File: config.mk
export PLATFORM = sky130hd
export DESIGN_NAME = life_sequencer
export DESIGN_NICKNAME = d
export VERILOG_FILES = /design/src/rtl/life_sequencer.sv
export SDC_FILE = /design/constraint.sdc
export NUM_CORES = 1
export LEC_CHECK = 0
export ABC_AREA = 1
export CAP_MARGIN = 10
export CORE_MARGIN = 2
export CORE_UTILIZATION = 50
export CTS_CLUSTER_SIZE = 14
export DETAILED_ROUTE_END_ITERATION = 6
export GPL_ROUTABILITY_DRIVEN = 0
export PLACE_DENSITY_LB_ADDON = 0.3
export REMOVE_ABC_BUFFERS = 1
export SETUP_SLACK_MARGIN = 0.05
export SYNTH_ARGS = -nofsm -noshare
export SYNTH_HDL_FRONTEND = slang
export SYNTH_SLANG_ARGS = --single-unit
export TNS_END_PERCENT = 100
File: constraint.sdc
create_clock -name Clock -period 1.8 [get_ports Clock]
set_input_delay 0.27 -clock Clock [delete_from_list [all_inputs] [get_ports Clock]]
set_output_delay 0.27 -clock Clock [all_outputs]
set_load 0.05 [all_outputs]
File: src/rtl/life_sequencer.sv
// Generation sequencer for the Game of Life cell array: run/stop/step/clear
// control, programmable generation period, generation counter and auto-halt.
module life_sequencer #(
    parameter int TICK_BASE = 4,
    parameter int GEN_W     = 16,
    parameter int CNT_W     = 8
) (
    input  logic             Clock,
    input  logic             Reset,
    input  logic             start,
    input  logic             stop,
    input  logic             step,
    input  logic             clear,
    input  logic [3:0]       speed,
    input  logic             alive_any,
    input  logic             changed,
    output logic             cell_pause,
    output logic             cell_clear,
    output logic [GEN_W-1:0] gen_count,
    output logic             running,
    output logic             halted
);

    typedef enum logic [2:0] {
        S_IDLE     = 3'd0,
        S_WAIT     = 3'd1,
        S_ADV_RUN  = 3'd2,
        S_ADV_STEP = 3'd3,
        S_CLEAR    = 3'd4,
        S_HALT     = 3'd5
    } state_t;

    // Terminal tick value P-2 for a given rate select, P = (speed+1)*TICK_BASE.
    function automatic logic [CNT_W-1:0] term_of(input logic [3:0] spd);
        logic [31:0] full_v;
        full_v = ({28'd0, spd} + 32'd1) * 32'(TICK_BASE) - 32'd2;
        return full_v[CNT_W-1:0];
    endfunction

    state_t           state_r, state_next_s;
    logic [CNT_W-1:0] tick_r, tick_next_s;
    logic [CNT_W-1:0] term_r, term_next_s;
    logic [GEN_W-1:0] gen_r;
    logic             start_prev_r, stop_prev_r, step_prev_r, clear_prev_r;
    logic             start_p_s, stop_p_s, step_p_s, clear_p_s;
    logic             cell_pause_r, cell_clear_r, running_r, halted_r;

    assign start_p_s = start & ~start_prev_r;
    assign stop_p_s  = stop  & ~stop_prev_r;
    assign step_p_s  = step  & ~step_prev_r;
    assign clear_p_s = clear & ~clear_prev_r;

    // Input history for rising-edge press detection.
    always_ff @(posedge Clock or negedge Reset) begin
        if (!Reset) begin
            start_prev_r <= 1'b0;
            stop_prev_r  <= 1'b0;
            step_prev_r  <= 1'b0;
            clear_prev_r <= 1'b0;
        end else begin
            start_prev_r <= start;
            stop_prev_r  <= stop;
            step_prev_r  <= step;
            clear_prev_r <= clear;
        end
    end

    // Next-state, tick counter and period latch decode.
    always_comb begin
        state_next_s = state_r;
        tick_next_s  = tick_r;
        term_next_s  = term_r;
        case (state_r)
            S_IDLE, S_HALT: begin
                if (clear_p_s) begin
                    state_next_s = S_CLEAR;
                end else if (step_p_s) begin
                    state_next_s = S_ADV_STEP;
                end else if (start_p_s) begin
                    state_next_s = S_WAIT;
                    tick_next_s  = '0;
                    term_next_s  = term_of(speed);
                end else begin
                    state_next_s = state_r;
                end
            end
            S_WAIT: begin
                if (clear_p_s) begin
                    state_next_s = S_CLEAR;
                end else if (stop_p_s) begin
                    state_next_s = S_IDLE;
                end else if (tick_r == term_r) begin
                    // Empty grid or still life: nothing left to advance.
                    if (!alive_any || !changed) begin
                        state_next_s = S_HALT;
                    end else begin
                        state_next_s = S_ADV_RUN;
                    end
                end else begin
                    tick_next_s = tick_r + CNT_W'(1);
                end
            end
            S_ADV_RUN: begin
                if (clear_p_s) begin
                    state_next_s = S_CLEAR;
                end else if (stop_p_s) begin
                    state_next_s = S_IDLE;
                end else begin
                    state_next_s = S_WAIT;
                    tick_next_s  = '0;
                    term_next_s  = term_of(speed);
                end
            end
            S_ADV_STEP: begin
                if (clear_p_s) begin
                    state_next_s = S_CLEAR;
                end else begin
                    state_next_s = S_IDLE;
                end
            end
            S_CLEAR: begin
                state_next_s = S_IDLE;
            end
            default: begin
                state_next_s = S_IDLE;
            end
        endcase
    end

    // State, counters and Moore outputs registered from the next state.
    always_ff @(posedge Clock or negedge Reset) begin
        if (!Reset) begin
            state_r      <= S_IDLE;
            tick_r       <= '0;
            term_r       <= '0;
            gen_r        <= '0;
            cell_pause_r <= 1'b1;
            cell_clear_r <= 1'b0;
            running_r    <= 1'b0;
            halted_r     <= 1'b0;
        end else begin
            state_r <= state_next_s;
            tick_r  <= tick_next_s;
            term_r  <= term_next_s;
            if ((state_r == S_ADV_RUN) || (state_r == S_ADV_STEP)) begin
                gen_r <= gen_r + GEN_W'(1);
            end else if (state_r == S_CLEAR) begin
                gen_r <= '0;
            end else begin
                gen_r <= gen_r;
            end
            cell_pause_r <= !((state_next_s == S_ADV_RUN) || (state_next_s == S_ADV_STEP));
            cell_clear_r <= (state_next_s == S_CLEAR);
            running_r    <= (state_next_s == S_WAIT) || (state_next_s == S_ADV_RUN);
            halted_r     <= (state_next_s == S_HALT);
        end
    end

    assign cell_pause = cell_pause_r;
    assign cell_clear = cell_clear_r;
    assign gen_count  = gen_r;
    assign running    = running_r;
    assign halted     = halted_r;

endmodule

==> metrics.md, run 1 <==
| Metric | Value |
|---|---|
| Via count | 2,297 |
| Max IR drop VDD | 0.924 mV |
| Worst path arrival time | 1.42 ns |
| Syn_area_per_cell | 7.38 um2 |
| Layout cell share with drive strength beyond 1 | 15.1% |
| CP Launch Type | flop |
| CP max stage cell | clkdlybuf4s50_1 |
| DIE HEIGHT | 75.0 um |
| Synth area leader | dfrtp_1 |
| Slack of the critical path | 0.107 ns |
| Hold Crit Class | input port to flop |
| Worst-path clk slew | 0.08 ns |
| Synth Register Bits | 42 |
| R2R depth | 11 |
| Vias in the first global route | 2,032 |
| Max_cap viols | 0 |
| Crit path from | cell_clear |
| Status | complete, no violations |
| Max Buffers Root-to-Sink | 2 |
| Root Buffer | clkbuf_8 |
| Sequential fraction of the synthesis area | 41.7% |
| Worst-Margin Slew | 0.501 ns |
| Tcrit/Tclk final | 94.0% |
| First DRT Iteration DRCs | 108 |
| Dominant cells by area after synthesis | dfrtp_1 (41%), nand2_1 (14%), inv_1 (8.5%) |
| Largest net degree at the start of global routing | 22 |
| # diodes | 0 |
| Remaining global-route overflow | 0 |
| Setup CP Type | flop to primary output |
| CP Cell Sequence | clkdlybuf4s50_1 |
| Register-to-register setup slack | 0.18 ns |
| Ports | 32 |
| DRC viols | 0 |
| H-tree level count | 2 |
| CTS buffer count | 5 |
| PD cells | 1250 nW/um2 |
| WHS Path Cells | 1 |
| Setup TNS | 0 ns |
| Crit-path max cell delay | 0.80 ns |
| Synth unique cells | 32 |
| Hold slack | 0.442 ns |
| Initial antenna violation count | 0 |
| Commonest non-fill, non-tap cell in the layout | nand2_1 |
| CP Max Fanout | 1 |
| Synth warnings | 0 |
| Inst Count DP | 447 |
| RSZ-0062 raised after global routing | true |
| Bufs and invs on worst path | 1 |
| Nature of the critical path endpoint | primary output |
| Power, Total | 3.86 mW |
| HP Start | stop |
| Reg2reg start | state_r[1] |
| Synth top area share | 40.7% |
| Detailed Place HPWL | 4050 um |
| Row cnt | 25 |
| Req. time, crit path | 1.53 ns |
| Mapped Cells | 342 |
| Die X | 75.0 um |
| Hold EP | stop_prev_r |
| Finished Layout Cells | 458 |
| Achievable Freq | 591 MHz |
| Post-route ant nets | 0 |
| CORE AREA | 4790 um2 |
| Area growth, synth to finish | 21.9% |
| CTS Sinks | 42 |
| TritonCTS clock tree | yes |
| Fin crit period | 1.69 ns |
| Final setup fails | 0 |
| Rel. slew slack | 66.5% |
| Initial Util | 52.7% |
| Post-Route WL | 5230 um |
| Port Buffer Count | 31 |
| Drt wl/cell | 11.4 um |
| Leakage dissipation | 1.64 nW |
| Initial DRT Pass Iterations | 4 |
| Worst skew pair latency | 0.30 ns |
| Commonest non-fill, non-tap cells in the layout | nand2_1 (91), inv_1 (57), dfrtp_1 (40) |
| Clock skew | 0.0139 ns |
| Slew Limit Fails | 0 |
| Vias per std cell | 5.02 |
| Pre-CTS WS | -0.0626 ns |
| Final hold vios | 0 |
| First-pass GRT wire length | 8920 um |
| Final layout net count | 405 |
| Gr usage total | 20.6% |
| R2r endpoint | term_r[5] |
| Crit path max-delay family | buffers and inverters |
| Die Area | 5630 um2 |
| Mapped Area | 2520 um2 |
[cell families (layout without fill, tap and decap cells)]
kind of cell | after synthesis | after routing | share of synthesized area [%]
AOI/OAI and AO/OA | 50 | 50 | 11.7
and+or+nand+nor | 170 | 170 | 30.2
adders and majority gates | 3 | 3 | 1.49
xor gates and xnor gates | 12 | 12 | 4.17
buffers and inverters | 65 | 114 | 10.8
DFF | 42 | 42 | 41.7
[worst max path at each step]
stage | end | slack [ns] | cells after the start
after floorplan | gen_count[12] | -0.08 | 7
after global placement | term_r[3] | -0.04 | 12
after detailed placement | term_r[5] | -0.06 | 12
after CTS | gen_count[14] | 0.06 | 1
after global routing | gen_count[8] | 0.04 | 8
final | cell_clear | 0.11 | 1
[where the power goes]
group,leakage [nW],internal [mW],switching [mW],total [mW]
Clock,0.0450,0.269,0.321,0.591
Combinational,1.04,0.678,1.28,1.96
Sequential,0.551,1.13,0.180,1.31
[per-layer routing]
layer | up-vias | global-route usage, % | routed length [um]
met5 | - | 0 | 0
met4 | 0 | 5.36 | 35
met3 | 4 | 3.61 | 221
met2 | 51 | 35.9 | 2630
met1 | 1068 | 26.5 | 2350
li1 | 1174 | - | -
[state kept, by name (all words and copies together), names as in the netlist]
| register | count |
|---|---|
| gen_count | 16 |
| tick_r | 8 |
| running | 1 |
| state_r | 3 |
| cell_pause | 1 |
| halted | 1 |
| term_r | 7 |
| step_prev_r | 1 |
| clear_prev_r | 1 |
| cell_clear | 1 |
| stop_prev_r | 1 |
| start_prev_r | 1 |
[final cells by class]
type / count / area (um2)
Sequential cell: 42 / 1050
Multi-Input combinational cell: 235 / 1210
Tap cell: 67 / 83.8
Timing Repair Buffer: 46 / 412
Clock buffer: 6 / 72.6
Fill cell: 430 / 1710
Clock inverter: 2 / 10.0
Inverter: 60 / 233
[timing repair]
action / in CTS / in global routing
buffers inserted: 0 / 2
resized for setup: 5 / 7
endpoints found under the hold margin: 19 / 0
hold buffers: 1 / 0
setup endpoints to repair: 5 / 11
[worst reg2reg max path: cells and delay by family, from the launching register on]
kind                   cells  cell delay (ns)
flip-flops                 1             0.41
AND/OR/NAND/NOR            5             0.45
buffers and inverters      3             0.30
AO/OA/AOI/OAI              3             0.34
[cells in the mapped netlist, drive strengths merged]
cell / instances
a21oi: 7
and2: 1
buf: 4
clkbuf: 1
dfrtp: 41
dfstp: 1
ha: 3
inv: 60
nand2: 94
nand3: 31
nand4: 4
nor2: 36
nor3: 3
o211ai: 2
o21ai: 38
o22ai: 2
o31ai: 1
or2: 1
xnor2: 5
xor2: 7
[through the flow]
stage / util [%] / cell area (um2)
global route: 64.3 / 3080
global placement: 61.7 / 2950
CTS: 63.5 / 3040
floorplan: - / 2480
detailed placement: 61.7 / 2950
finish: 64.3 / 3080
No activity file was read; power rests on OpenSTA's default activity.
==> inputs of run 2 (changes only) <==
CAP_MARGIN = 30   (was 10)
==> results of run 2 <==
The final DEF is identical to that of run 1; final timing and power are the same.
==> inputs of run 3 (changes only) <==
CORE_ASPECT_RATIO = 0.8   (was unset)
GPL_TIMING_DRIVEN = 0   (was unset)
SETUP_SLACK_MARGIN = 0.4   (was 0.05)
==> run 3 against run 2 <==
  * Core utilization grew 12 points
  * Die area barely moved
  * Critical path depth up 11
  * Non-clock buffer count up 37
  * Routed wire length is 42% higher
  * Worst hold slack lost 0.23 ns
  * Highest routed layer unchanged
  * Cell count rose by 7.0%
  * Clock power grew 7.4%
  * Combinational power is 56% higher
  * Maximum frequency up 6.2%
  * Global-route usage is 3.0 points higher
  * First-iteration DRC count rose to 2.7 times the previous value
  * Largest cell class unchanged
==> metrics.md, run 3 (same netlist as run 1, synthesis figures left out) <==
| Metric | Value |
|---|---|
| Status | complete, no violations |
| End point of the critical path | cell_clear |
| Req. time, crit path | 2.02 ns |
| First DRT Iteration DRCs | 288 |
| Bufs and invs on worst path | 3 |
| Nature of the critical path endpoint | flop |
| Placed instance area | 2890 um2 |
| Drt wl/cell | 15.1 um |
| Remaining global-route overflow | 0 |
| Worst-path clk slew | 0.08 ns |
| Die X | 83.4 um |
| Final instance area | 3750 um2 |
| Worst-Margin Slew | 0.387 ns |
| Crit path top cell by count | nand2_1 |
| Detailed Place HPWL | 3950 um |
| Layout cell share with drive strength beyond 1 | 40.9% |
| Initial DRT Pass Iterations | 7 |
| CP Cell Sequence | buf_4 > nand2_1 > nand2_1 > inv_1 > nand2_1 > nor2_2 > nand3_2 > nand3_2 > nand2_2 > inv_2 > nand2_1 > nor2_1 |
| RSZ-0062 raised after global routing | true |
| TritonCTS clock tree | yes |
| DRC viols | 0 |
| Setup CP Type | flop to flop |
| Final layout net count | 442 |
| CTS Sinks | 42 |
| Filler instances | 325 |
| R2r endpoint | cell_clear |
| DIE HEIGHT | 67.5 um |
| Initial antenna violation count | 0 |
| Post-Route WL | 7410 um |
| Initial Util | 51.3% |
| First-pass GRT wire length | 10,500 um |
| Setup TNS | 0 ns |
| CP max stage cell | dfrtp_1 |
| Area growth, synth to finish | 48.7% |
| Final core utilization | 76.2% |
| Die Area | 5630 um2 |
| Max_cap viols | 0 |
| Tcrit/Tclk final | 88.6% |
| Via count | 2,664 |
| H-tree level count | 2 |
| Max IR drop VDD | 0.990 mV |
| # diodes | 0 |
| Crit path from | term_r[2] |
| WP depth | 12 |
| Hold slack | 0.214 ns |
| Crit-path max cell delay | 0.45 ns |
| PD cells | 1340 nW/um2 |
| Crit path max-delay family | simple AND/OR/NAND/NOR gates |
| Commonest non-fill, non-tap cell in the layout | nand2_1 |
| Commonest non-fill, non-tap cells in the layout | nand2_1 (72), inv_1 (46), buf_4 (36) |
| CORE AREA | 4920 um2 |
| CTS buffer count | 5 |
| Ports | 32 |
| Port Buffer Count | 31 |
| Leakage dissipation | 1.82 nW |
| Fin crit period | 1.59 ns |
| Rel. slew slack | 74.1% |
| Vias per std cell | 5.44 |
| R2R depth | 12 |
| Gr usage total | 23.7% |
| Final hold vios | 0 |
| Slew Limit Fails | 0 |
| Hold Crit Class | input port to flop |
| Final setup fails | 0 |
| Vias in the first global route | 2,294 |
| Achievable Freq | 627 MHz |
| Max reg flops | 16 |
| Largest net degree at the start of global routing | 30 |
| Post-route ant nets | 0 |
| Root Buffer | clkbuf_8 |
| Clock skew | 0.00717 ns |
| CP Max Fanout | 3 |
| Max Buffers Root-to-Sink | 2 |
| Worst path arrival time | 1.82 ns |
| CP Launch Type | flop |
| Register-to-register setup slack | 0.21 ns |
| Row cnt | 23 |
| Worst skew pair latency | 0.29 ns |
| Reg2reg start | term_r[2] |
## run 3: cell types whose count changed in the layout (fill, tap and decap cells not counted), sizes merged, moves of 3 or more
cell           delta
buf              +32
clkbuf            +3
clkdlybuf4s15    +14
clkdlybuf4s50     -5
dlygate4sd2       -3
dlymetal6s2s      -3
## run 3: stage by stage
stage / setup WS (ns) / instances / power (mW)
3_5_place_dp: -0.346 / 431 / 3.16
6_report: 0.205 / 490 / 5.04
4_1_cts: 0.287 / 473 / 4.44
3_3_place_gp: -0.683 / 430 / 3.11
2_1_floorplan: -0.0757 / 337 / 2.68
5_1_grt: 0.103 / 490 / 5.30
## run 3: metal layers
layer	global-route usage (%)	part of all wire, %	vias to the layer above
li1	-	-	1253
met1	31.3	42	1261
met2	39.7	49	123
met3	4.89	6.5	27
met4	7.66	2.5	0
met5	0	0	-
## run 3: report_power, final
part           leakage [nW]  internal [mW]  switching (mW)
registers             0.538           1.14           0.208
clock network        0.0482          0.310           0.326
logic                  1.24           1.23            1.83
total                  1.82           2.68            2.36
## run 3: how the worst min path moves through the flow
| stage | slack (ns) | depth (start not counted) | endpoint | startpoint |
|---|---|---|---|---|
| floorplan | -0.03 | 0 | cell_clear | Reset |
| CTS | 0.22 | 1 | stop_prev_r | stop |
| global placement | 0.46 | 1 | gen_count[15] | gen_count[15] |
| global route | 0.23 | 1 | stop_prev_r | stop |
| finish | 0.21 | 1 | stop_prev_r | stop |
| detailed placement | 0.20 | 1 | tick_r[3] | Reset |
## run 3: worst register-to-register path, stage by stage (launching register included)
cell and delay [ns]:
dfrtp_1 0.45, buf_4 0.17, nand2_1 0.05, nand2_1 0.06, inv_1 0.06, nand2_1 0.06, nor2_2 0.13, nand3_2 0.12
nand3_2 0.11, nand2_2 0.07, inv_2 0.07, nand2_1 0.05, nor2_1 0.11
## run 3: final cells by class
type | instances | area (um2) | share of cell area, %
clock buffer | 7 | 86.3 | 2.30
clock inverter | 1 | 5.00 | 0.133
inverter | 60 | 245 | 6.54
multi-input combinational | 235 | 1500 | 40.0
sequential | 42 | 1060 | 28.4
tap | 62 | 77.6 | 2.07
timing repair buffer | 83 | 769 | 20.5
## run 3: what timing repair did
item	CTS	global route
endpoints found under the setup margin	58	43
hold buffers	1	0
pin swaps	20	21
resized for setup	126	61
cloned	0	0
setup buffers	33	17
endpoints found under the hold margin	12	0
